**src/rtl/tx_relatorio_serial_8n1.sv**
```systemverilog
// -----------------------------------------------------------------------------
// tx_relatorio_serial_8n1
//
// Serializes an elevator status report on an 8N1 line. A start request sends
// a header byte with the current floor, then one byte per occupied slot of the
// elevator-content RAM (ascending address order), then a trailer byte 8'hFE.
// Byte layout: [1:0] floor, [3:2] destination, [5:4] object type, [7:6] marker.
//
// Parameters:
//   BAUD_DIV      clocks per serial bit
//   N_ITENS       number of content-RAM slots scanned (1..16)
//
// Ports:
//   clock         system clock
//   reset         asynchronous, active-low reset
//   partida       start-report request, only honoured while idle
//   andar_atual   current floor, latched when the report starts
//   item_tipo     RAM object type at item_addr (2'b00 = empty slot)
//   item_destino  RAM destination at item_addr
//   item_addr     RAM read address (combinational read port)
//   TX            serial output, idle high
//   ocupado       report in progress
//   pronto        one-cycle pulse once the trailer stop bit has finished
//   db_estado     current state encoding, for debug
// -----------------------------------------------------------------------------
module tx_relatorio_serial_8n1 #(
    parameter int BAUD_DIV = 434,
    parameter int N_ITENS  = 4
) (
    input  logic       clock,
    input  logic       reset,
    input  logic       partida,
    input  logic [1:0] andar_atual,
    input  logic [1:0] item_tipo,
    input  logic [1:0] item_destino,
    output logic [3:0] item_addr,
    output logic       TX,
    output logic       ocupado,
    output logic       pronto,
    output logic [3:0] db_estado
);

    localparam int            BW        = (BAUD_DIV > 1) ? $clog2(BAUD_DIV) : 1;
    localparam logic [BW-1:0] BAUD_LAST = BW'(BAUD_DIV - 1);
    localparam logic [3:0]    ADDR_LAST = 4'(N_ITENS - 1);
    localparam logic [3:0]    BIT_STOP  = 4'd9;

    typedef enum logic [2:0] {
        OCIOSO    = 3'd0,
        TRANSMITE = 3'd1,
        ITENS     = 3'd2,
        AVANCA    = 3'd3,
        TRAILER   = 3'd4,
        FIM       = 3'd5
    } estado_t;

    estado_t       estado_q, estado_d;
    estado_t       prox_q, prox_d;      // where TRANSMITE goes after the stop bit
    logic [8:0]    shift_q, shift_d;    // remaining data bits plus stop bit, LSB next
    logic [3:0]    bit_q, bit_d;        // 0 = start bit ... 9 = stop bit
    logic [BW-1:0] baud_q, baud_d;
    logic [1:0]    andar_q, andar_d;
    logic [3:0]    addr_q, addr_d;
    logic          tx_q, tx_d;
    logic          ocupado_q, ocupado_d;
    logic          pronto_q, pronto_d;

    // Frame-load request shared by OCIOSO, ITENS and TRAILER
    logic          carga;
    logic [7:0]    byte_carga;

    always_comb begin
        estado_d   = estado_q;
        prox_d     = prox_q;
        shift_d    = shift_q;
        bit_d      = bit_q;
        baud_d     = baud_q;
        andar_d    = andar_q;
        addr_d     = addr_q;
        tx_d       = 1'b1;
        ocupado_d  = ocupado_q;
        pronto_d   = 1'b0;
        carga      = 1'b0;
        byte_carga = 8'h00;

        case (estado_q)
            OCIOSO: begin
                ocupado_d = 1'b0;
                if (partida) begin
                    andar_d    = andar_atual;
                    addr_d     = 4'd0;
                    ocupado_d  = 1'b1;
                    prox_d     = ITENS;
                    carga      = 1'b1;
                    byte_carga = {2'b11, 2'b00, 2'b00, andar_atual};
                end
            end

            TRANSMITE: begin
                tx_d = tx_q;
                if (baud_q == BAUD_LAST) begin
                    baud_d = '0;
                    if (bit_q == BIT_STOP) begin
                        // Stop bit finished: line returns to idle-high
                        estado_d = prox_q;
                        tx_d     = 1'b1;
                        if (prox_q == FIM) begin
                            // pronto rises and ocupado falls together
                            pronto_d  = 1'b1;
                            ocupado_d = 1'b0;
                            addr_d    = 4'd0;
                        end
                    end else begin
                        bit_d   = bit_q + 4'd1;
                        tx_d    = shift_q[0];
                        shift_d = {1'b1, shift_q[8:1]};
                    end
                end else begin
                    baud_d = baud_q + 1'b1;
                end
            end

            ITENS: begin
                // RAM read is combinational, so the slot is sampled right here
                if (item_tipo != 2'b00) begin
                    carga      = 1'b1;
                    byte_carga = {2'b00, item_tipo, item_destino, andar_q};
                    prox_d     = AVANCA;
                end else begin
                    estado_d = AVANCA;
                end
            end

            AVANCA: begin
                if (addr_q == ADDR_LAST) begin
                    estado_d = TRAILER;
                end else begin
                    addr_d   = addr_q + 4'd1;
                    estado_d = ITENS;
                end
            end

            TRAILER: begin
                carga      = 1'b1;
                byte_carga = 8'hFE;
                prox_d     = FIM;
            end

            FIM: begin
                estado_d  = OCIOSO;
                ocupado_d = 1'b0;
                addr_d    = 4'd0;
            end

            default: begin
                estado_d  = OCIOSO;
                prox_d    = OCIOSO;
                ocupado_d = 1'b0;
                addr_d    = 4'd0;
            end
        endcase

        // Start a frame: TX goes to the start bit on the next clock and the
        // baud counter begins a fresh bit period.
        if (carga) begin
            estado_d = TRANSMITE;
            shift_d  = {1'b1, byte_carga};
            bit_d    = 4'd0;
            baud_d   = '0;
            tx_d     = 1'b0;
        end
    end

    always_ff @(posedge clock or negedge reset) begin
        if (!reset) begin
            estado_q  <= OCIOSO;
            prox_q    <= OCIOSO;
            shift_q   <= '0;
            bit_q     <= 4'd0;
            baud_q    <= '0;
            andar_q   <= 2'b00;
            addr_q    <= 4'd0;
            tx_q      <= 1'b1;
            ocupado_q <= 1'b0;
            pronto_q  <= 1'b0;
        end else begin
            estado_q  <= estado_d;
            prox_q    <= prox_d;
            shift_q   <= shift_d;
            bit_q     <= bit_d;
            baud_q    <= baud_d;
            andar_q   <= andar_d;
            addr_q    <= addr_d;
            tx_q      <= tx_d;
            ocupado_q <= ocupado_d;
            pronto_q  <= pronto_d;
        end
    end

    assign item_addr = addr_q;
    assign TX        = tx_q;
    assign ocupado   = ocupado_q;
    assign pronto    = pronto_q;
    assign db_estado = {1'b0, estado_q};

endmodule

```
**config.mk**
```make
export PLATFORM = sky130hd
export DESIGN_NAME = tx_relatorio_serial_8n1
export DESIGN_NICKNAME = d
export VERILOG_FILES = /design/src/rtl/tx_relatorio_serial_8n1.sv
export SDC_FILE = /design/constraint.sdc
export NUM_CORES = 1
export LEC_CHECK = 0
export ABC_CLOCK_PERIOD_IN_PS = 2100
export CORE_MARGIN = 5
export CORE_UTILIZATION = 25
export CTS_CLUSTER_SIZE = 8
export DETAILED_ROUTE_END_ITERATION = 6
export GPL_ROUTABILITY_DRIVEN = 0
export SKIP_CTS_REPAIR_TIMING = 1
export SLEW_MARGIN = 20
export SYNTH_ARGS = -nofsm -noshare
export SYNTH_HDL_FRONTEND = slang
export SYNTH_SLANG_ARGS = --single-unit
```
**constraint.sdc**
```tcl
create_clock -name clock -period 2.1 [get_ports clock]
set_input_delay 0.525 -clock clock [delete_from_list [all_inputs] [get_ports clock]]
set_output_delay 0.525 -clock clock [all_outputs]
set_load 0.005 [all_outputs]
```
Word level (Yosys, flattened, before mapping)
Cells that the tools add are included.

word-level totals
  bits in registers = 37
  bits of input ports = 9
  output and inout port bits = 11
  logic and storage cells = 94

operators by class
  reductions and logical operators = 14
  multiplexer cells = 44
  bitwise gates (word level) = 3
  eq/ne operators = 20
  add/sub/neg operators = 3

operators with widths
  cell                 count
  $mux 9               7
  $mux 4               9
  $pmux 3 s4           2
  $pmux 8 s3           1
  $mux 3               7
  $pmux 4 s4           1
  $ne 2x2->1 const B   7
  $mux 1               13
  $add 9x1->9 const B  1
  $eq 3x3->1 const B   3
  $eq 9x9->1 const B   1
  $ne 3x3->1 const B   3
  $add 4x1->4 const B  2
  $mux 8               1
  $reduce_and 4->1     2
  $eq 3x2->1 const B   2
  $mux 6               1
  $pmux 1 s3           2
  $reduce_and 3->1     2
  $reduce_and 6->1     1
  $reduce_bool 2->1    3
  $reduce_or 3->1      2
  $eq 4x2->1 const B   1
  $eq 4x4->1 const B   1
  6 further kinds      9

Depth between registers and ports, before layout
Gate-level depths: netlist of run 1.

  depth after elaboration = 5
  gate-level depth with buffers = 6
  depth with buffers taken out = 6

Worst setup path after synthesis of run 1
No wires, ideal clock.

  kind = reg-to-reg
  from = register estado_q[2]
  to = register shift_q[6]
  buffers on the path = 2
  arrival = 2.053 ns
  setup time = 0.125 ns
  stages on the path, launching flop included = 7
  setup slack = -0.078 ns
  cell sequence = dfrtp_1 buf_6 or3b_2 buf_2 nor4_4 o21bai_4 mux2_4

between the ends
  cells in the longest elaborated chain, start to end = 4

ends and longest elaborated chain
  item                                                              line  source
  from (decl)                                                       57    estado_t estado_q, estado_d;
  from (signal assigned)                                            187   estado_q <= estado_d;
  $eq 3x3->1 (tied with other cells)                                86    case (estado_q)
  $pmux 1 s3                                                        86
  $ne 2x2->1 (no line) / $reduce_bool 2->1 (equally long branches)  --
  $reduce_and 3->1 (no line)                                        --
  to (signal assigned)                                              189   shift_q <= shift_d;
  to (decl)                                                         59    logic [8:0] shift_q, shift_d;

Parallel ways exist; a longest one is shown, timed or not.
A chain may end at the register's enable or synchronous reset.

Final worst setup path of run 1
  from = register estado_q[0]
  to = output db_estado[0]

RTL lines
  item       line  source
  to (decl)  40    output logic [3:0] db_estado

No word-level cell between the ends.

==> summary.md, run 1 <==
| Metric | Value |
|---|---|
| Cell with the most instances after synthesis | `dfrtp_1` |
| Die ar. | `10,110 um^2` |
| # fillers | `855` |
| Most used DFF post-synth | `dfrtp_1` |
| Post-route ant nets | `0` |
| Max Freq | `502.5 MHz` |
| Unique masters post-synth | `56` |
| Buf+Inv Stages, Crit Path | `2` |
| Boundary pin count | `20` |
| Post-synth ARST share | `100.0%` |
| Htree depth | `2` |
| Initial Util | `25.34%` |
| Post-DP HPWL | `3.557 mm` |
| Crit path max-delay family | `buffers and inverters` |
| Net Sw Frac | `35.95%` |
| Max FO, Critical Path | `24` |
| Crit path DAT | `1.46 ns` |
| Routed len/inst | `13.55 um` |
| Yosys top cell area share | `43.93%` |
| Initial antenna violation count | `0` |
| CTS root buffer | `clkbuf_8` |
| Pre-Repair DR Iteration Count | `4` |
| Startpoint Class | `register` |
| P per Cell Area | `1038 nW/um^2` |
| CTS tree | `yes` |
| Worst path cell trace | `buf_4 -> clkdlybuf4s50_1` |
| Core area | `8093 um^2` |
| Final Cycle Share | `94.76%` |
| Cts bufs inserted | `5` |
| Yosys warning count | `0` |
| Seq/Total Area, Yosys | `45.21%` |
| # diodes | `0` |
| Layout cells sized above 1 | `18.25%` |
| Leakage power | `1.081 nW` |
| Max IR drop VDD | `0.2407 mV` |
| Clock share of power | `18.5%` |
| Drt drc | `0` |
| Port Buffer Count | `18` |
| Pint | `1.722 mW` |
| Setup CP Type | `reg2out` |
| Tmin final | `1.990 ns` |
| Grt ovf | `0` |
| Logic gate share of total power | `39.8%` |
| Final worst slack | `0.1100 ns` |
| Setup Skew | `0.009937 ns` |
| Setup total negative slack | `0 ns` |
| Number of global-route vias before repair | `1,688` |
| Clk buf depth | `2` |
| Largest net degree at the start of global routing | `38` |
| Storage element area | `927.1 um^2` |
| CTS Sinks | `37` |
| NumNets Final | `265` |
| Via density | `4.924` |
| Clock Latency Late Sink | `0.30 ns` |
| Critical Path Slowest Stage Cell | `clkdlybuf4s50_1` |
| Worst-path clk slew | `0.08 ns` |
| Vias | `1,758` |
| Core Rows | `33` |
| WP data required | `1.57 ns` |
| Die width | `100.6 um` |
| Max Transition Viols Final | `0` |
| Critical Path Max Stage Delay | `0.55 ns` |
| Yosys top cell by area | `dfrtp_1` |
| Synthesized instance count | `211` |
| Die Height | `100.6 um` |
| Unrepaired setup endpoints after global routing | `false` |
| Seq pwr share | `41.7%` |
| DRT Wirelength | `4.839 mm` |
| Synth Register Bits | `37` |
| Net Count, Synth | `225` |
| Global-route wire length before repair | `8.335 mm` |
| Avg Synthesized Cell Area | `9.719 um^2` |
| Pre-CTS setup slack | `-0.06584 ns` |
| Synth area leaders | `dfrtp_1 44%, o21ai_0 3.4%, ha_1 3.1%` |
| Area Growth Syn to Fin | `26.36%` |
| Final Hold Viols | `0` |
| Hold Path Class | `in2async` |
| MaxCap Viol Count | `0` |
| Multi-input gate area | `1026 um^2` |
| Commonest cells in the netlist | `36 x dfrtp_1, 14 x inv_1, 14 x nand2_1, 14 x o21ai_0, 13 x nor2_1` |
| Crit path capture type | `output pin` |
| # setup viols final | `0` |
| Mapped cell area | `2051 um^2` |
| Post-synth EDFFs | `0` |
| Status | `finished clean` |
| DR iter-0 viols | `93` |
| Psw | `0.9667 mW` |
| GR Util All Layers | `10.30%` |
==> flip-flops by register name (all words and copies together), names as in the netlist <==
signal and cells:
bit_q 4, shift_q 9, estado_q 3, item_addr 4
pronto 1, andar_q 2, baud_q 9, prox_q 3
ocupado 1, TX 1
==> metrics by stage <==
step	std cells	utilization (%)	power (mW)	instance area, um^2	hold WS, ns
after global placement	349	30.95	2.178	2505	0.4575
after floorplan	211	-	1.783	2059	0.2294
after CTS	357	32.02	2.720	2591	0.2987
after detailed placement	349	30.95	2.212	2505	0.4556
after global routing	357	32.02	2.903	2591	0.3208
final	357	32.02	2.689	2591	0.2726
==> final timing paths <==
kind | start | cells after the start | to | slack [ns]
hold / removal | reset | 2 | baud_q[1] | 0.27
hold reg to reg | shift_q[8] | 1 | shift_q[8] | 0.48
setup / recovery | estado_q[0] | 2 | db_estado[0] | 0.11
setup reg to reg | baud_q[6] | 5 | item_addr[0] | 0.19
min in group clock | shift_q[8] | 1 | shift_q[8] | 0.48
max in group asynchronous | reset | 2 | TX | 1.46
==> final cells by class <==
| type | count | area share (%) |
|---|---|---|
| repair buffers | 42 | 14.20 |
| flip-flops and latches | 37 | 35.78 |
| multi-input cells | 151 | 39.59 |
| clock inverters | 3 | 0.6760 |
| inverters | 14 | 2.028 |
| clock buffers | 5 | 2.656 |
| well taps | 105 | 5.070 |
==> cells in the final DEF, fill, tap and decap left out, types with 2 or more instances in the layout <==
cell              n
nor3_1            5
a22oi_1           2
buf_4            23
a211o_1           2
o221ai_1          5
mux2_2            4
dfrtp_1          36
clkdlybuf4s50_1  17
a21o_1            2
nor4_1            2
o211ai_1          2
nand3_1           8
nor2_1           13
o22ai_1           2
nand2b_1          5
nor2b_1           2
nand4_1           4
a31oi_1           6
o21ai_0          14
clkinv_2          2
inv_1            14
mux2_4            2
nand3b_1          3
ha_1              5
mux2i_1           2
clkbuf_8          5
and3_1            4
nand2_1          14
nor3b_1           3
a21oi_1           9
o21bai_1          2
a221oi_1          2
or3_1             4
o21a_1            2
==> power by group through the flow <==
| stage | Sequential, mW | Combinational, mW | Clock (mW) |
|---|---|---|---|
| finish | 1.12 | 1.07 | 0.498 |
| CTS | 1.12 | 1.08 | 0.516 |
| detailed placement | 1.13 | 1.08 | 0 |
| global route | 1.15 | 1.20 | 0.546 |
| floorplan | 1.12 | 0.667 | 0 |
| global placement | 1.13 | 1.05 | 0 |
==> cells by family after synthesis <==
kind of cell | after synthesis | share of synthesized area [%]
other | 1 | 0.1829
buffers and inverters | 23 | 4.881
flip-flops | 37 | 45.21
XOR/XNOR | 2 | 0.8543
adder cells (fa/ha/maj) | 5 | 3.051
AND/OR/NAND/NOR | 75 | 20.93
AO/OA/AOI/OAI | 60 | 20.26
multiplexers | 8 | 4.637
==> metal layers <==
| metal | wire length (um) | GRT usage, % |
|---|---|---|
| met5 | 0 | 0 |
| met4 | 55 | 2.902 |
| met3 | 211 | 2.976 |
| met2 | 2162 | 15.39 |
| met1 | 2409 | 14.47 |
==> worst reg2reg max path, delay by kind of cell (launching register included) <==
family / cells / cell delay [ns]
AOI/OAI and AO/OA: 1 / 0.10
buffers and inverters: 1 / 0.17
and+or+nand+nor: 2 / 0.87
DFF: 1 / 0.38
muxes: 1 / 0.29
Power figures use the tool's default switching activity.
==> run 2, diff against run 1 <==
--- a/config.mk
+++ b/config.mk
@@ -6,11 +6,13 @@
 export NUM_CORES = 1
 export LEC_CHECK = 0
 export ABC_CLOCK_PERIOD_IN_PS = 2100
+export CORE_ASPECT_RATIO = 1.5
 export CORE_MARGIN = 5
 export CORE_UTILIZATION = 25
 export CTS_CLUSTER_SIZE = 8
 export DETAILED_ROUTE_END_ITERATION = 6
 export GPL_ROUTABILITY_DRIVEN = 0
+export MAX_ROUTING_LAYER = met4
 export SKIP_CTS_REPAIR_TIMING = 1
 export SLEW_MARGIN = 20
 export SYNTH_ARGS = -nofsm -noshare
==> run 2 against run 1 <==
Effect of this change: register-to-register slack lost 0.07 ns; maximum frequency decreased by 0.22%; largest power group unchanged; highest routed layer unchanged; power grew 14%.
==> summary.md, run 2 (synthesized netlist as in run 1, its figures left out) <==
| Metric | Value |
|---|---|
| Number of global-route vias before repair | `1,774 (+5.1%)` |
| Crit path capture type | `output pin` |
| Worst-path clk slew | `0.06 ns (-0.02 ns)` |
| DRT Wirelength | `5.060 mm (+4.6%)` |
| Cts bufs inserted | `5 (unchanged)` |
| Post-route ant nets | `0 (unchanged)` |
| P per Cell Area | `1147 nW/um^2 (+11%)` |
| Setup CP Type | `reg2out` |
| CTS tree | `yes` |
| Initial antenna violation count | `0 (unchanged)` |
| Setup total negative slack | `0 ns (unchanged)` |
| Largest net degree at the start of global routing | `38 (unchanged)` |
| Critical Path Max Stage Delay | `0.57 ns (+0.02 ns)` |
| Vias | `1,743 (-0.85%)` |
| Grt ovf | `0 (unchanged)` |
| Routed length on met2 | `2.672 mm (+24%)` |
| Most common cell after layout, fill and taps aside | `dfrtp_1` |
| Util after Layout | `33.33% (+1.3 points)` |
| MaxCap Viol Count | `0 (unchanged)` |
| Die Height | `120.9 um (+20%)` |
| DR iter-0 viols | `83 (-11%)` |
| Core area | `8008 um^2 (-1.1%)` |
| Htree depth | `2 (unchanged)` |
| WP data required | `1.57 ns (about the same)` |
| CTS root buffer | `clkbuf_16` |
| Final hold slack | `0.2892 ns (+0.01659 ns)` |
| Initial Util | `25.61% (+0.27 points)` |
| Leakage power | `1.111 nW (+2.8%)` |
| NumNets Final | `264 (-0.38%)` |
| Critical Path Slowest Stage Cell | `clkdlybuf4s50_1` |
| Pre-Repair DR Iteration Count | `4 (unchanged)` |
| Inst Count DP | `348 (-0.29%)` |
| Layout cells sized above 1 | `17.93% (-0.33 points)` |
| # fillers | `846 (-1.1%)` |
| # diodes | `0 (unchanged)` |
| Routed len/inst | `14.21 um (+4.9%)` |
| Met3 wire length | `129 um (-39%)` |
| Global-route wire length before repair | `8.776 mm (+5.3%)` |
| Clock Latency Late Sink | `0.28 ns (-0.02 ns)` |
| Max FO, Critical Path | `24 (unchanged)` |
| Slew Limit Headroom | `59.07%` |
| Die width | `83.95 um (-17%)` |
| Worst path cell trace | `buf_4 -> clkdlybuf4s50_1` |
| Crit path DAT | `1.47 ns (about the same)` |
| Core Rows | `40 (+21%)` |
| Most frequent cells in the layout | `36 x dfrtp_1, 22 x buf_4, 17 x clkdlybuf4s50_1` |
| # setup viols final | `0 (unchanged)` |
| Area Growth Syn to Fin | `30.14%` |
| Clk buf depth | `2 (unchanged)` |
| Final Cycle Share | `94.97% (+0.21 points)` |
| Port Buffer Count | `18 (unchanged)` |
| Max IR drop VDD | `0.4358 mV (+81%)` |
| Max Transition Viols Final | `0 (unchanged)` |
| Startpoint Class | `register` |
| Via density | `4.896 (-0.57%)` |
| Post-DP HPWL | `3.716 mm (+4.5%)` |
| CTS Sinks | `37 (unchanged)` |
| Top Layer Used | `met4` |
| Max Freq | `501.4 MHz (-0.22%)` |
| Pwr Total | `3.060 mW (+14%)` |
| M1 WL | `2.149 mm (-11%)` |
| Regs by FF count | `baud_q x9, shift_q x9` |
| Hold Path Class | `in2async` |
| Slew @ Worst Pin | `0.6139 ns` |
| Unrepaired setup endpoints after global routing | `false` |
| Tmin final | `1.994 ns (+0.004321 ns)` |
| Fin cells | `356 (-0.28%)` |
| Final Hold Viols | `0 (unchanged)` |
| GR Util All Layers | `10.88% (+0.58 points)` |
| R2R setup slack | `0.12 ns (-0.07 ns)` |
| Die ar. | `10,150 um^2 (+0.37%)` |
| Setup Skew | `0.002653 ns (-0.007285 ns)` |
| Drt drc | `0 (unchanged)` |
| Status | `finished clean` |
| Boundary pin count | `20 (unchanged)` |
[run 2: metrics by stage]
stage,instance area (um^2),setup WS (ns)
after global routing,2669,0.02040
after detailed placement,2497,-0.05584
final,2669,0.1057
after floorplan,2059,-0.07271
after CTS,2669,0.1042
after global placement,2497,-0.02710
[run 2: area by class of cell]
cell class	instances	area (um^2)	area share, %
multi-input cells	151	1026	38.44
flip-flops and latches	37	927.1	34.74
repair buffers	41	360.3	13.50
well taps	105	131.4	4.923
clock buffers	5	125.1	4.688
inverters	14	52.55	1.969
clock inverters	3	46.29	1.735
[run 2: report_power, final]
part	internal [mW]	switching, mW	total, mW	leakage [nW]
Clock	0.562	0.311	0.873	0.0800
Combinational	0.533	0.528	1.06	0.561
Sequential	0.951	0.175	1.13	0.470
[run 2: path summary, 6_finish.rpt]
| check | endpoint | start | depth (start not counted) |
|---|---|---|---|
| min in group clock | shift_q[8] | shift_q[8] | 1 |
| worst max register to register | item_addr[0] | baud_q[6] | 5 |
| worst min register to register | shift_q[8] | shift_q[8] | 1 |
| max in group asynchronous | TX | reset | 2 |
| worst max-delay path | db_estado[0] | estado_q[0] | 2 |
| worst min-delay path | baud_q[3] | reset | 2 |
[run 2: metal layers]
metal,vias to the layer above,track usage [%]
li1,855,-
met1,847,12.30
met2,31,19.02
met3,10,1.698
met4,0,4.628
met5,-,-
[run 2: critical path: cells and delay by family, from the launching register on]
kind     cells  cell delay (ns)
buf+inv      2             0.85
flops        1             0.34
==> run 3, diff against run 2 <==
--- a/config.mk
+++ b/config.mk
@@ -5,7 +5,7 @@
 export SDC_FILE = /design/constraint.sdc
 export NUM_CORES = 1
 export LEC_CHECK = 0
-export ABC_CLOCK_PERIOD_IN_PS = 2100
+export ABC_CLOCK_PERIOD_IN_PS = 2400
 export CORE_ASPECT_RATIO = 1.5
 export CORE_MARGIN = 5
 export CORE_UTILIZATION = 25
==> constraint.sdc (replaced) <==
create_clock -name clock -period 2.4 [get_ports clock]
set_input_delay 0.6 -clock clock [delete_from_list [all_inputs] [get_ports clock]]
set_output_delay 0.6 -clock clock [all_outputs]
set_load 0.005 [all_outputs]
==> run 3 against run 2 <==
Effect of this change: register-to-register slack gained 0.24 ns; highest routed layer unchanged; non-clock buffer count shrank 13; power shrank 16%; global-route usage shrank 0.59 points; clock power shrank 16%; critical path type unchanged; design area shrank 4.6%; via count shrank 4.6%; routed wire length shrank 4.9%.
==> summary.md, run 3 (synthesized netlist as in run 1, its figures left out) <==
| Metric | Value |
|---|---|
| Status | `finished clean` |
| Most frequent cells in the layout | `36 x dfrtp_1, 17 x clkdlybuf4s50_1, 14 x inv_1, 14 x o21ai_0, 14 x nand2_1` |
| CTS root buffer | `clkbuf_16` |
| CTS Sinks | `37 (unchanged)` |
| Most crowded layer after global routing | `met2` |
| Boundary pin count | `20 (unchanged)` |
| Routing usage on met2 | `18.97% (-0.050 points)` |
| P per Cell Area | `1009 nW/um^2 (-12%)` |
| Psw | `0.8484 mW (-16%)` |
| Startpoint Class | `register` |
| Initial antenna violation count | `0 (unchanged)` |
| MaxCap Viol Count | `0 (unchanged)` |
| DR iter-0 viols | `109 (+31%)` |
| # diodes | `0 (unchanged)` |
| Slew @ Worst Pin | `0.8830 ns (+0.2690 ns)` |
| Most common cell after layout, fill and taps aside | `dfrtp_1` |
| Initial Util | `25.61% (unchanged)` |
| Largest net degree at the start of global routing | `38 (unchanged)` |
| NumNets Final | `251 (-4.9%)` |
| Cts bufs inserted | `5 (unchanged)` |
| Max Transition Viols Final | `0 (unchanged)` |
| Post-route ant nets | `0 (unchanged)` |
| Die width | `83.95 um (unchanged)` |
| Die Height | `120.9 um (unchanged)` |
| Pre-CTS setup slack | `0.1447 ns (+0.2005 ns)` |
| Net Sw Frac | `33.02% (-0.12 points)` |
| Leakage power | `1.040 nW (-6.4%)` |
| DRT Wirelength | `4.811 mm (-4.9%)` |
| Grt met3 use | `2.446% (+0.75 points)` |
| Clock share of power | `28.4% (about the same)` |
| Dpl cell area | `2385 um^2 (-4.5%)` |
| Util after Layout | `31.78% (-1.5 points)` |
| Tmin final | `2.043 ns` |
| Regs by FF count | `baud_q x9, shift_q x9` |
| Worst-path clk slew | `0.06 ns (about the same)` |
| Global-route wire length before repair | `8.142 mm (-7.2%)` |
| Setup Skew | `0.007628 ns (+0.004975 ns)` |
| Seq pwr share | `39.9% (+3.1 points)` |
| Pint | `1.721 mW (-16%)` |
| Max FO, Critical Path | `24 (unchanged)` |
| Drt drc | `0 (unchanged)` |
| Logic gate share of total power | `31.7% (-3.0 points)` |
| Grt ovf | `0 (unchanged)` |
| Core Rows | `40 (unchanged)` |
| Final hold slack | `0.4473 ns (+0.1580 ns)` |
| R2r startpoint | `baud_q[6]` |
| Setup CP Type | `reg2out` |
| GR Util All Layers | `10.29% (-0.59 points)` |
| Pre-Repair DR Iteration Count | `4 (unchanged)` |
| Setup total negative slack | `0 ns (unchanged)` |
| Htree depth | `2 (unchanged)` |
| Max IR drop VDD | `0.2855 mV (-34%)` |
| Layout cells sized above 1 | `13.08% (-4.8 points)` |
| Vias | `1,662 (-4.6%)` |
| Unrepaired setup endpoints after global routing | `false` |
| Port Buffer Count | `18 (unchanged)` |
| Area Growth Syn to Fin | `24.10%` |
| Via density | `4.860 (-0.74%)` |
| Final Hold Viols | `0 (unchanged)` |
| Met1 Use GR | `10.36% (-1.9 points)` |
| Clk buf depth | `2 (unchanged)` |
| CTS tree | `yes` |
| # setup viols final | `0 (unchanged)` |
| Slew Limit Headroom | `41.14% (-18 points)` |
| Core area | `8008 um^2 (unchanged)` |
| Clock Latency Late Sink | `0.28 ns (about the same)` |
| Final Cycle Share | `85.14%` |
| Max Freq | `489.4 MHz` |
| Number of global-route vias before repair | `1,667 (-6.0%)` |
| Post-DP HPWL | `3.564 mm (-4.1%)` |
| Crit path capture type | `output pin` |
| Final worst slack | `0.3565 ns (+0.2508 ns)` |
| Final Cell Area | `2545 um^2 (-4.6%)` |
| Routed len/inst | `14.07 um (-1.0%)` |
| Hold Path Class | `in2async` |
| Die ar. | `10,150 um^2 (unchanged)` |
| Crit path from | `estado_q[0]` |
| WP data required | `1.80 ns (+0.23 ns)` |
| Crit path DAT | `1.44 ns (-0.03 ns)` |
-- run 3: through the flow --
| stage | instances | total power, mW |
|---|---|---|
| finish | 342 | 2.569 |
| detailed placement | 335 | 1.863 |
| global placement | 335 | 1.838 |
| CTS | 342 | 2.608 |
| global route | 342 | 2.768 |
| floorplan | 211 | 1.542 |
-- run 3: final timing paths --
path,cells after the start,end,slack (ns)
worst min register to register,1,shift_q[8],0.49
worst min-delay path,1,baud_q[1],0.45
worst max-delay path,2,db_estado[0],0.36
max in group asynchronous,1,shift_q[5],1.41
min in group clock,1,shift_q[8],0.49
worst max register to register,5,item_addr[0],0.36
-- run 3: area by class of cell --
class / count / area, um^2
well taps: 105 / 131.4
fillers: 841 / 5463
flip-flops and latches: 37 / 927.1
clock inverters: 2 / 35.03
inverters: 14 / 52.55
clock buffers: 5 / 125.1
repair buffers: 28 / 250.2
multi-input cells: 151 / 1023
-- run 3: layer usage --
layer	wire, um	part of all wire (%)	vias to the layer above
met4	91	1.9	0
met2	2636	55	22
met5	0	0	-
met1	1923	40	797
met3	160	3.3	7
li1	-	-	836
-- run 3: power groups by stage --
stage                     logic, mW  registers (mW)  clock network, mW
after floorplan               0.566           0.976                  0
after global placement        0.810            1.03                  0
after detailed placement      0.829            1.03                  0
after CTS                     0.830            1.03              0.752
after global routing          0.929            1.06              0.778
final                         0.816            1.02              0.729
-- run 3: worst max-delay path: stages (launching register included) --
cell and delay (ns):
dfrtp_1 0.34, buf_4 0.26, clkdlybuf4s50_1 0.56
